--- config.mk ---
export PLATFORM = sky130hd
export DESIGN_NAME = ram_fifo_ctrl_flat
export DESIGN_NICKNAME = d
export VERILOG_FILES = /design/src/rtl/ram_fifo_if.sv /design/src/rtl/ram_fifo_ctrl.sv /design/src/flat_wrapper.sv
export SDC_FILE = /design/constraint.sdc
export NUM_CORES = 1
export LEC_CHECK = 0
export BUFFER_PORTS_ARGS = -buffer_cell sky130_fd_sc_hd__buf_4
export CORE_ASPECT_RATIO = 1.5
export CORE_MARGIN = 3
export CORE_UTILIZATION = 38
export CTS_CLUSTER_SIZE = 12
export DETAILED_ROUTE_END_ITERATION = 10
export MAX_ROUTING_LAYER = met4
export PLACE_DENSITY_LB_ADDON = 0.25
export SKIP_LAST_GASP = 1
export SLEW_MARGIN = 20
export SYNTH_ARGS = -nofsm -noshare
export SYNTH_HDL_FRONTEND = slang
export SYNTH_SLANG_ARGS = --single-unit
--- constraint.sdc ---
create_clock -name clk -period 2.3 [get_ports clk]
set_input_delay 0.23 -clock clk [delete_from_list [all_inputs] [get_ports clk]]
set_output_delay 0.23 -clock clk [all_outputs]
set_load 0.01 [all_outputs]
--- src/rtl/ram_fifo_if.sv ---
// Bundle of the FIFO producer/consumer handshake and the dual_port_ram port A/B wiring.
// The slave modport is the controller's view; master is the environment (producer, consumer, RAM).
interface ram_fifo_if #(
  parameter int DATA_WIDTH = 8,
  parameter int ADDR_WIDTH = 4
);
  logic                  wr_en;
  logic [DATA_WIDTH-1:0] wr_data;
  logic                  rd_en;
  logic [DATA_WIDTH-1:0] rd_data;
  logic                  rd_valid;
  logic                  full;
  logic                  empty;
  logic [ADDR_WIDTH:0]   count;
  logic                  overflow;
  logic                  underflow;
  logic [ADDR_WIDTH-1:0] addr_a;
  logic [DATA_WIDTH-1:0] data_in_a;
  logic                  we_a;
  logic [ADDR_WIDTH-1:0] addr_b;
  logic [DATA_WIDTH-1:0] data_in_b;
  logic                  we_b;
  logic [DATA_WIDTH-1:0] data_out_b;

  modport slave (
    input  wr_en, wr_data, rd_en, data_out_b,
    output rd_data, rd_valid, full, empty, count, overflow, underflow,
           addr_a, data_in_a, we_a, addr_b, data_in_b, we_b
  );

  modport master (
    output wr_en, wr_data, rd_en, data_out_b,
    input  rd_data, rd_valid, full, empty, count, overflow, underflow,
           addr_a, data_in_a, we_a, addr_b, data_in_b, we_b
  );
endinterface

--- src/rtl/ram_fifo_ctrl.sv ---
// FIFO controller around an external dual_port_ram: port A writes, port B reads with
// one cycle of registered latency, so rd_valid trails the accepted pop by one cycle.
module ram_fifo_ctrl #(
  parameter int DATA_WIDTH = 8,
  parameter int ADDR_WIDTH = 4
) (
  input  logic           clk,
  input  logic           rst,
  ram_fifo_if.slave      bus
);
  localparam int DEPTH = 2 ** ADDR_WIDTH;

  logic [ADDR_WIDTH-1:0] wr_ptr;
  logic [ADDR_WIDTH-1:0] rd_ptr;
  logic [ADDR_WIDTH:0]   count;
  logic                  rd_valid;
  logic                  overflow;
  logic                  underflow;
  logic                  full;
  logic                  empty;
  logic                  push_ok;
  logic                  pop_ok;

  // Flags come from registered count only, so a same-cycle pop never frees room for a push.
  assign full    = (count == (ADDR_WIDTH + 1)'(DEPTH));
  assign empty   = (count == '0);
  assign push_ok = bus.wr_en & ~full;
  assign pop_ok  = bus.rd_en & ~empty;

  assign bus.addr_a    = wr_ptr;
  assign bus.data_in_a = bus.wr_data;
  assign bus.we_a      = push_ok;
  assign bus.addr_b    = rd_ptr;
  assign bus.data_in_b = '0;
  assign bus.we_b      = 1'b0;

  assign bus.rd_data   = bus.data_out_b;
  assign bus.rd_valid  = rd_valid;
  assign bus.full      = full;
  assign bus.empty     = empty;
  assign bus.count     = count;
  assign bus.overflow  = overflow;
  assign bus.underflow = underflow;

  // NOTE: state registers use non-blocking assignments so every update sees pre-edge values;
  // the word storage lives in the external RAM and is deliberately left out of the reset.
  always_ff @(posedge clk or posedge rst) begin
    if (rst) begin
      wr_ptr    <= '0;
      rd_ptr    <= '0;
      count     <= '0;
      rd_valid  <= 1'b0;
      overflow  <= 1'b0;
      underflow <= 1'b0;
    end else begin
      // Pointers are exactly ADDR_WIDTH bits wide, so the increment wraps modulo DEPTH.
      if (push_ok) wr_ptr <= wr_ptr + 1'b1;
      if (pop_ok)  rd_ptr <= rd_ptr + 1'b1;
      case ({push_ok, pop_ok})
        2'b10:   count <= count + 1'b1;
        2'b01:   count <= count - 1'b1;
        default: count <= count;
      endcase
      rd_valid  <= pop_ok;
      overflow  <= bus.wr_en & full;
      underflow <= bus.rd_en & empty;
    end
  end
endmodule

--- src/flat_wrapper.sv ---
// flat-port wrapper written by rule: the top's interface ports become plain ports
module ram_fifo_ctrl_flat 
#(
  parameter int DATA_WIDTH = 8,
  parameter int ADDR_WIDTH = 4
)
  (clk, rst, bus_wr_en, bus_wr_data, bus_rd_en, bus_data_out_b, bus_rd_data, bus_rd_valid, bus_full, bus_empty, bus_count, bus_overflow, bus_underflow, bus_addr_a, bus_data_in_a, bus_we_a, bus_addr_b, bus_data_in_b, bus_we_b);
  ram_fifo_if #(.DATA_WIDTH(DATA_WIDTH), .ADDR_WIDTH(ADDR_WIDTH)) bus_i ();
  input  logic clk;
  input  logic rst;
  input wire logic [$bits(bus_i.wr_en)-1:0] bus_wr_en;
  input wire logic [$bits(bus_i.wr_data)-1:0] bus_wr_data;
  input wire logic [$bits(bus_i.rd_en)-1:0] bus_rd_en;
  input wire logic [$bits(bus_i.data_out_b)-1:0] bus_data_out_b;
  output wire logic [$bits(bus_i.rd_data)-1:0] bus_rd_data;
  output wire logic [$bits(bus_i.rd_valid)-1:0] bus_rd_valid;
  output wire logic [$bits(bus_i.full)-1:0] bus_full;
  output wire logic [$bits(bus_i.empty)-1:0] bus_empty;
  output wire logic [$bits(bus_i.count)-1:0] bus_count;
  output wire logic [$bits(bus_i.overflow)-1:0] bus_overflow;
  output wire logic [$bits(bus_i.underflow)-1:0] bus_underflow;
  output wire logic [$bits(bus_i.addr_a)-1:0] bus_addr_a;
  output wire logic [$bits(bus_i.data_in_a)-1:0] bus_data_in_a;
  output wire logic [$bits(bus_i.we_a)-1:0] bus_we_a;
  output wire logic [$bits(bus_i.addr_b)-1:0] bus_addr_b;
  output wire logic [$bits(bus_i.data_in_b)-1:0] bus_data_in_b;
  output wire logic [$bits(bus_i.we_b)-1:0] bus_we_b;
  assign bus_i.wr_en = bus_wr_en;
  assign bus_i.wr_data = bus_wr_data;
  assign bus_i.rd_en = bus_rd_en;
  assign bus_i.data_out_b = bus_data_out_b;
  assign bus_rd_data = bus_i.rd_data;
  assign bus_rd_valid = bus_i.rd_valid;
  assign bus_full = bus_i.full;
  assign bus_empty = bus_i.empty;
  assign bus_count = bus_i.count;
  assign bus_overflow = bus_i.overflow;
  assign bus_underflow = bus_i.underflow;
  assign bus_addr_a = bus_i.addr_a;
  assign bus_data_in_a = bus_i.data_in_a;
  assign bus_we_a = bus_i.we_a;
  assign bus_addr_b = bus_i.addr_b;
  assign bus_data_in_b = bus_i.data_in_b;
  assign bus_we_b = bus_i.we_b;
  ram_fifo_ctrl #(.DATA_WIDTH(DATA_WIDTH), .ADDR_WIDTH(ADDR_WIDTH)) u_core (.clk(clk), .rst(rst), .bus(bus_i));
endmodule
After elaboration in Yosys (flattened, before gate mapping)
Cells that the tools add are included.

word-level totals
  output and inout bits = 44
  bits of input ports = 20
  register bits after elaboration = 16
  word-level logic and storage cells = 22

operators by class
  equal/unequal tests = 3
  multiplexer cells = 1
  reduce and logical (&&, ||, !) cells = 2
  bitwise gates (word level) = 6
  add/subtract/negate cells = 4

operators with widths
  cell                                                                number
  5-bit case mux with 2 select lines                                  1
  4-bit by 1-bit adder with 4-bit output, second input constant       2
  5-bit by 1-bit adder with 5-bit output, second input constant       1
  5-bit == test, second input constant                                1
  5-bit zero test                                                     1
  5-bit by 1-bit subtractor with 5-bit output, second input constant  1
  1-bit bitwise AND                                                   4
  2-bit by 1-bit == test with 1-bit output, second input constant     1
  2-bit == test, second input constant                                1
  1-bit NOT                                                           2
  2-bit nonzero test                                                  1

Logic depth before layout (Yosys ltp)
  depth after elaboration = 5
  mapped depth = 10
  depth with buffers taken out = 10

Worst setup path before layout
Ideal clock, no wire load.

  path kind = reg2reg
  start point = register u_core.count[0], in the netlist u_core.bus.count[0]
  end point = register u_core.count[4], in the netlist u_core.bus.count[4]
  library setup time = 0.145 ns
  path slack = -0.172 ns
  data required time = 2.155 ns
  path buffers = 0
  period minus slack after synthesis = 2.472 ns
  cell stages (with the launch flop) = 11
  arrival time = 2.327 ns
  cell sequence = dfrtp_1 nor4_4 and2_4 nand2b_4 ha_1 inv_1 fa_1 nor2b_1 o211ai_1 o311ai_0 o211ai_1

between the ends
  cells in the longest elaborated chain, start to end = 5
  elaborated cells on any way between the ends = 12
  classes of those cells = add/sub: 2; eq/ne: 3; mux: 1; bitwise: 4; reduce/logical: 2

RTL lines
  element                                                                           RTL line             source
  from (decl)                                                                       ram_fifo_ctrl.sv:15  logic [ADDR_WIDTH:0] count;
  from (signal assigned)                                                            ram_fifo_ctrl.sv:60  2'b10: count <= count + 1'b1;
  from (signal assigned)                                                            ram_fifo_ctrl.sv:61  2'b01: count <= count - 1'b1;
  from (signal assigned)                                                            ram_fifo_ctrl.sv:62  default: count <= count;
  5-bit == test *                                                                   ram_fifo_ctrl.sv:25  assign full = (count == (ADDR_WIDTH + 1)'(DEPTH));
  via bus_full                                                                      flat_wrapper.sv:17   output wire logic [$bits(bus_i.full)-1:0] bus_full;
  1-bit NOT *                                                                       ram_fifo_ctrl.sv:27  assign push_ok = bus.wr_en & ~full;
  1-bit bitwise AND *                                                               ram_fifo_ctrl.sv:27
  2-bit by 1-bit == test with 1-bit output / 2-bit == test (equally long branches)  ram_fifo_ctrl.sv:59  case ({push_ok, pop_ok})
  5-bit case mux with 2 select lines / 2-bit nonzero test (equally long branches)   --

Mark *: on every way through the listed nets, which the timed path passes. The rest lies on a longest branch.
A chain may end at the register's enable or synchronous reset.

Final worst setup path
  start point = register u_core.count[3], in the netlist u_core.bus.count[3]
  end point = register u_core.count[4], in the netlist u_core.bus.count[4]

between the ends
  cells in the longest elaborated chain, start to end = 5
  elaborated cells on any way between the ends = 12
  classes of those cells = add/sub: 2; eq/ne: 3; mux: 1; bitwise: 4; reduce/logical: 2

RTL lines
  element                                                                           RTL line
  5-bit == test / 5-bit zero test (equally long branches)                           ram_fifo_ctrl.sv:25, ram_fifo_ctrl.sv:26
  1-bit NOT (on tied branches)                                                      ram_fifo_ctrl.sv:27, ram_fifo_ctrl.sv:28
  1-bit bitwise AND (on tied branches)                                              ram_fifo_ctrl.sv:27, ram_fifo_ctrl.sv:28
  2-bit by 1-bit == test with 1-bit output / 2-bit == test (equally long branches)  ram_fifo_ctrl.sv:59
  5-bit case mux with 2 select lines / 2-bit nonzero test (equally long branches)   --

Several ways; a longest one is shown, not always the timed one.

==> flow_summary_export.csv <==
group,metric,value,unit
pwr,ir_drop,0.0004293,V
floorplanning,die_area,3391,um2
min_path,hp-class,"in2async",
yosys,yosysWarnings,0,
grt,grt_pass1_vias,693,
clock_tree,cts_inserted_buffers,3,
timing,fin_skew,2.118,ps
setup_path,crit_slowest_cell,"dfrtp_2",
setup_path,path_common_cell,"o211ai_1",
timing,post-route-min-period,2256,ps
route,viasPerCell,4.487,
route,num_vias,682,
placed_design,port-buffer-count,22,
clock_tree,cts_sinks,16,
placed_design,dpl.hpwl,1540,um
floorplanning,die_w,48.56,um
route,postRouteAntennaNets,0,
route,wl_per_cell,12.63,um
yosys,avgSynthCellArea,10.53,um2
timing,final-max-slew-violation-count,0,
setup_path,required,2450,ps
timing,finalHoldViolations,0,
clock_tree,hold_buffers,0,
timing,rsz0062_at_grt,"yes",
layout,drive_gt1_share,43.97,%
yosys,ys_seq_area_share,38.79,%
grt,grt_pass1_wl,3167,um
placed_design,gp_congestion,0.9520,
setup_path,max_stage_delay,430,ps
yosys,synthCells,98,
setup_path,path_cells,"nor4_4, and2_4, nand2b_4, ha_4, inv_4, fa_2, nor2b_4, o211ai_1, o311ai_1, o211ai_1",
clock_tree,cts_buffer_depth,2,
setup_path,crit_buf_inv,1,
pwr,netSwitchingPower,0.6378,mW
pwr,internal_power,1.019,mW
pwr,p_leak,0.6091,nW
grt,globalRouteOverflowTotal,0,
layout,final_core_util,48.67,%
pwr,p_sw_share,38.49,%
timing,max_freq,0.4433,GHz
floorplanning,ioPinCount,64,
layout,nNetsFinal,144,
timing,post-route-period-util,98.08,%
yosys,ys_ff_latch,16,
route,drt-total-wl,1919,um
yosys,yosysTopAreaCell,"dfrtp_1",
layout,num-fill-cells,246,
clock_tree,cts.clk_slew.worst_paths,90,ps
floorplanning,fp-row-count,22,
timing,finalHoldWorstSlack,19.88,ps
setup_path,cp-end-kind,"flop",
pwr,pwr_density_cell,1345,nW/um2
clock_tree,clkLatencyLatePin,280,ps
layout,diodes,0,
pwr,seq_power_share,32.7,%
run,drv_cap,0,
yosys,syn_area,1032,um2
yosys,post_synth_num_cell_types,34,
yosys,netlist.area_leader.share,38.79,%
setup_path,worst_ep_arrival_time,2410,ps
layout,instances_no_fill,152,
floorplanning,core_area,2532,um2
setup_path,cp_max_fo,7,
yosys,ys_top_cells_by_area,"dfrtp_1, buf_4, ha_1",
placed_design,place_inst,145,
timing,slew_headroom,59.38,%
setup_path,worstSetupPathType,"reg2reg",
clock_tree,h-tree-depth,1,
timing,setup-tns-final,0,ps
pwr,clkPwrFrac,11.0,%
timing,setup_viol,0,
grt,antenna_found_initial,0,
floorplanning,dieHeight,69.84,um
pwr,p_comb_share,56.3,%
route,drtPass1Iterations,3,
route,drtIter0Drc,9,
setup_path,critPathLaunchType,"flop",
timing,timing_worst_slew_pin_value,608.6,ps
clock_tree,root_buffer,"clkbuf_4",
grt,grt_max_degree,17,
floorplanning,start_util,40.76,%
layout,syn_to_final_growth,19.39,%
route,route.detailed.drc,0,
run_status,outcome,"finished clean",
setup_path,critical_path.top_delay_family,"simple AND/OR/NAND/NOR gates",
grt,gr-usage-all-layers,12.01,%
clock_tree,cts_tree,"done",
-- synth_stat cells, drive strengths merged --
cell type / n
inv: 6
nand2b: 1
o21ai: 2
fa: 1
o311ai: 1
a211oi: 1
a21o: 1
or3: 1
nor4b: 1
nor2b: 1
nand4: 2
a21boi: 1
and2: 2
dfrtp: 16
nand3: 1
clkbuf: 1
nor4: 1
o22ai: 1
mux2i: 1
o211ai: 2
nor2: 2
mux2: 2
buf: 25
or2: 1
xor2: 4
and3: 2
a21oi: 1
ha: 6
nand2: 5
xnor2: 5
conb: 1
-- placed cells by master, fill, tap and decap left out --
cell type / synthesis / final
a211oi_1: 1 / 1
a21boi_2: 0 / 1
a21o_1: 1 / 1
a21oi_2: 0 / 1
and2_1: 1 / 1
and2_4: 1 / 1
and3_1: 2 / 2
buf_4: 25 / 32
clkbuf_4: 0 / 3
clkbuf_8: 0 / 1
conb_1: 1 / 9
dfrtp_1: 16 / 15
dfrtp_2: 0 / 1
fa_2: 0 / 1
ha_1: 6 / 5
ha_4: 0 / 1
inv_1: 5 / 4
inv_4: 1 / 2
mux2_2: 1 / 1
mux2_4: 1 / 1
mux2i_1: 1 / 1
nand2_1: 5 / 5
nand2b_4: 1 / 1
nand3_1: 1 / 1
nand4_1: 2 / 2
nor2_1: 2 / 2
nor2b_4: 0 / 1
nor4_4: 1 / 1
nor4b_2: 0 / 1
o211ai_1: 2 / 2
o21ai_0: 2 / 2
o22ai_1: 1 / 1
o311ai_1: 0 / 1
or2_2: 1 / 1
or3_1: 1 / 1
xnor2_1: 5 / 5
xor2_1: 4 / 4
-- sequential cells by signal, summed over array words and instances (netlist names) --
register and flops:
u_core.bus.addr_a 4, u_core.bus.addr_b 4, u_core.bus.count 5, u_core.bus.overflow 1, u_core.bus.rd_valid 1, u_core.bus.underflow 1
-- metal layers --
layer	global-route usage, %	wire length, um	vias to the layer above
met5	-	0	-
met4	6.646	38	0
met3	2.151	147	8
met2	22.24	1112	24
met1	11.49	620	322
li1	-	-	328
-- what timing repair did --
action / in CTS / in global routing
setup endpoints to repair: 1 / 2
resized for setup: 2 / 4
cloned: 0 / 0
pin swaps: 1 / 7
setup buffers: 1 / 2
-- metrics by stage --
step	power [mW]	setup WS, ps	instance area (um2)
after CTS	1.662	-2.767	1207
after global placement	1.428	74.85	1152
after floorplan	1.095	0.5966	1091
after detailed placement	1.445	-6.816	1152
final	1.657	44.25	1232
after global routing	1.789	-86.09	1232
-- power groups by stage --
stage / Clock, mW / Sequential, mW / Combinational, mW
floorplan: 0 / 0.605 / 0.490
global placement: 0 / 0.543 / 0.885
detailed placement: 0 / 0.551 / 0.894
CTS: 0.189 / 0.549 / 0.925
global route: 0.196 / 0.564 / 1.03
finish: 0.182 / 0.543 / 0.933
-- cell families (layout without fill, tap and decap cells) --
| family | count (synthesis) | count (layout) | share of synthesized area, % |
|---|---|---|---|
| xor gates and xnor gates | 9 | 9 | 7.636 |
| buffers and inverters | 32 | 42 | 20.97 |
| DFF | 16 | 16 | 38.79 |
| adders and majority gates | 7 | 7 | 9.212 |
| and+or+nand+nor | 20 | 20 | 12.97 |
| AOI/OAI and AO/OA | 10 | 10 | 6.546 |
| other | 1 | 9 | 0.3633 |
| muxes | 3 | 3 | 3.515 |
-- worst paths after layout --
check                                startpoint              endpoint  slack (ps)  depth (start not counted)
setup / recovery            u_core.bus.count[3]   u_core.bus.count[4]          40                         10
hold / removal                              rst   u_core.bus.count[2]          20                          2
setup reg to reg            u_core.bus.count[3]   u_core.bus.count[4]          40                         10
hold reg to reg            u_core.bus.addr_b[3]  u_core.bus.addr_b[3]         470                          1
max in group asynchronous                   rst   u_core.bus.count[3]        1850                          2
min in group clk                      bus_rd_en  u_core.bus.underflow         190                          2
-- final cells by class --
cell class / instances / area, um2 / share of cell area (%)
multi-input cells: 58 / 481.7 / 39.09
well taps: 36 / 45.04 / 3.655
flip-flops and latches: 16 / 401.6 / 32.59
inverters: 6 / 27.53 / 2.234
repair buffers: 32 / 240.2 / 19.49
clock buffers: 4 / 36.28 / 2.944
(Power assumes the default switching activity.)
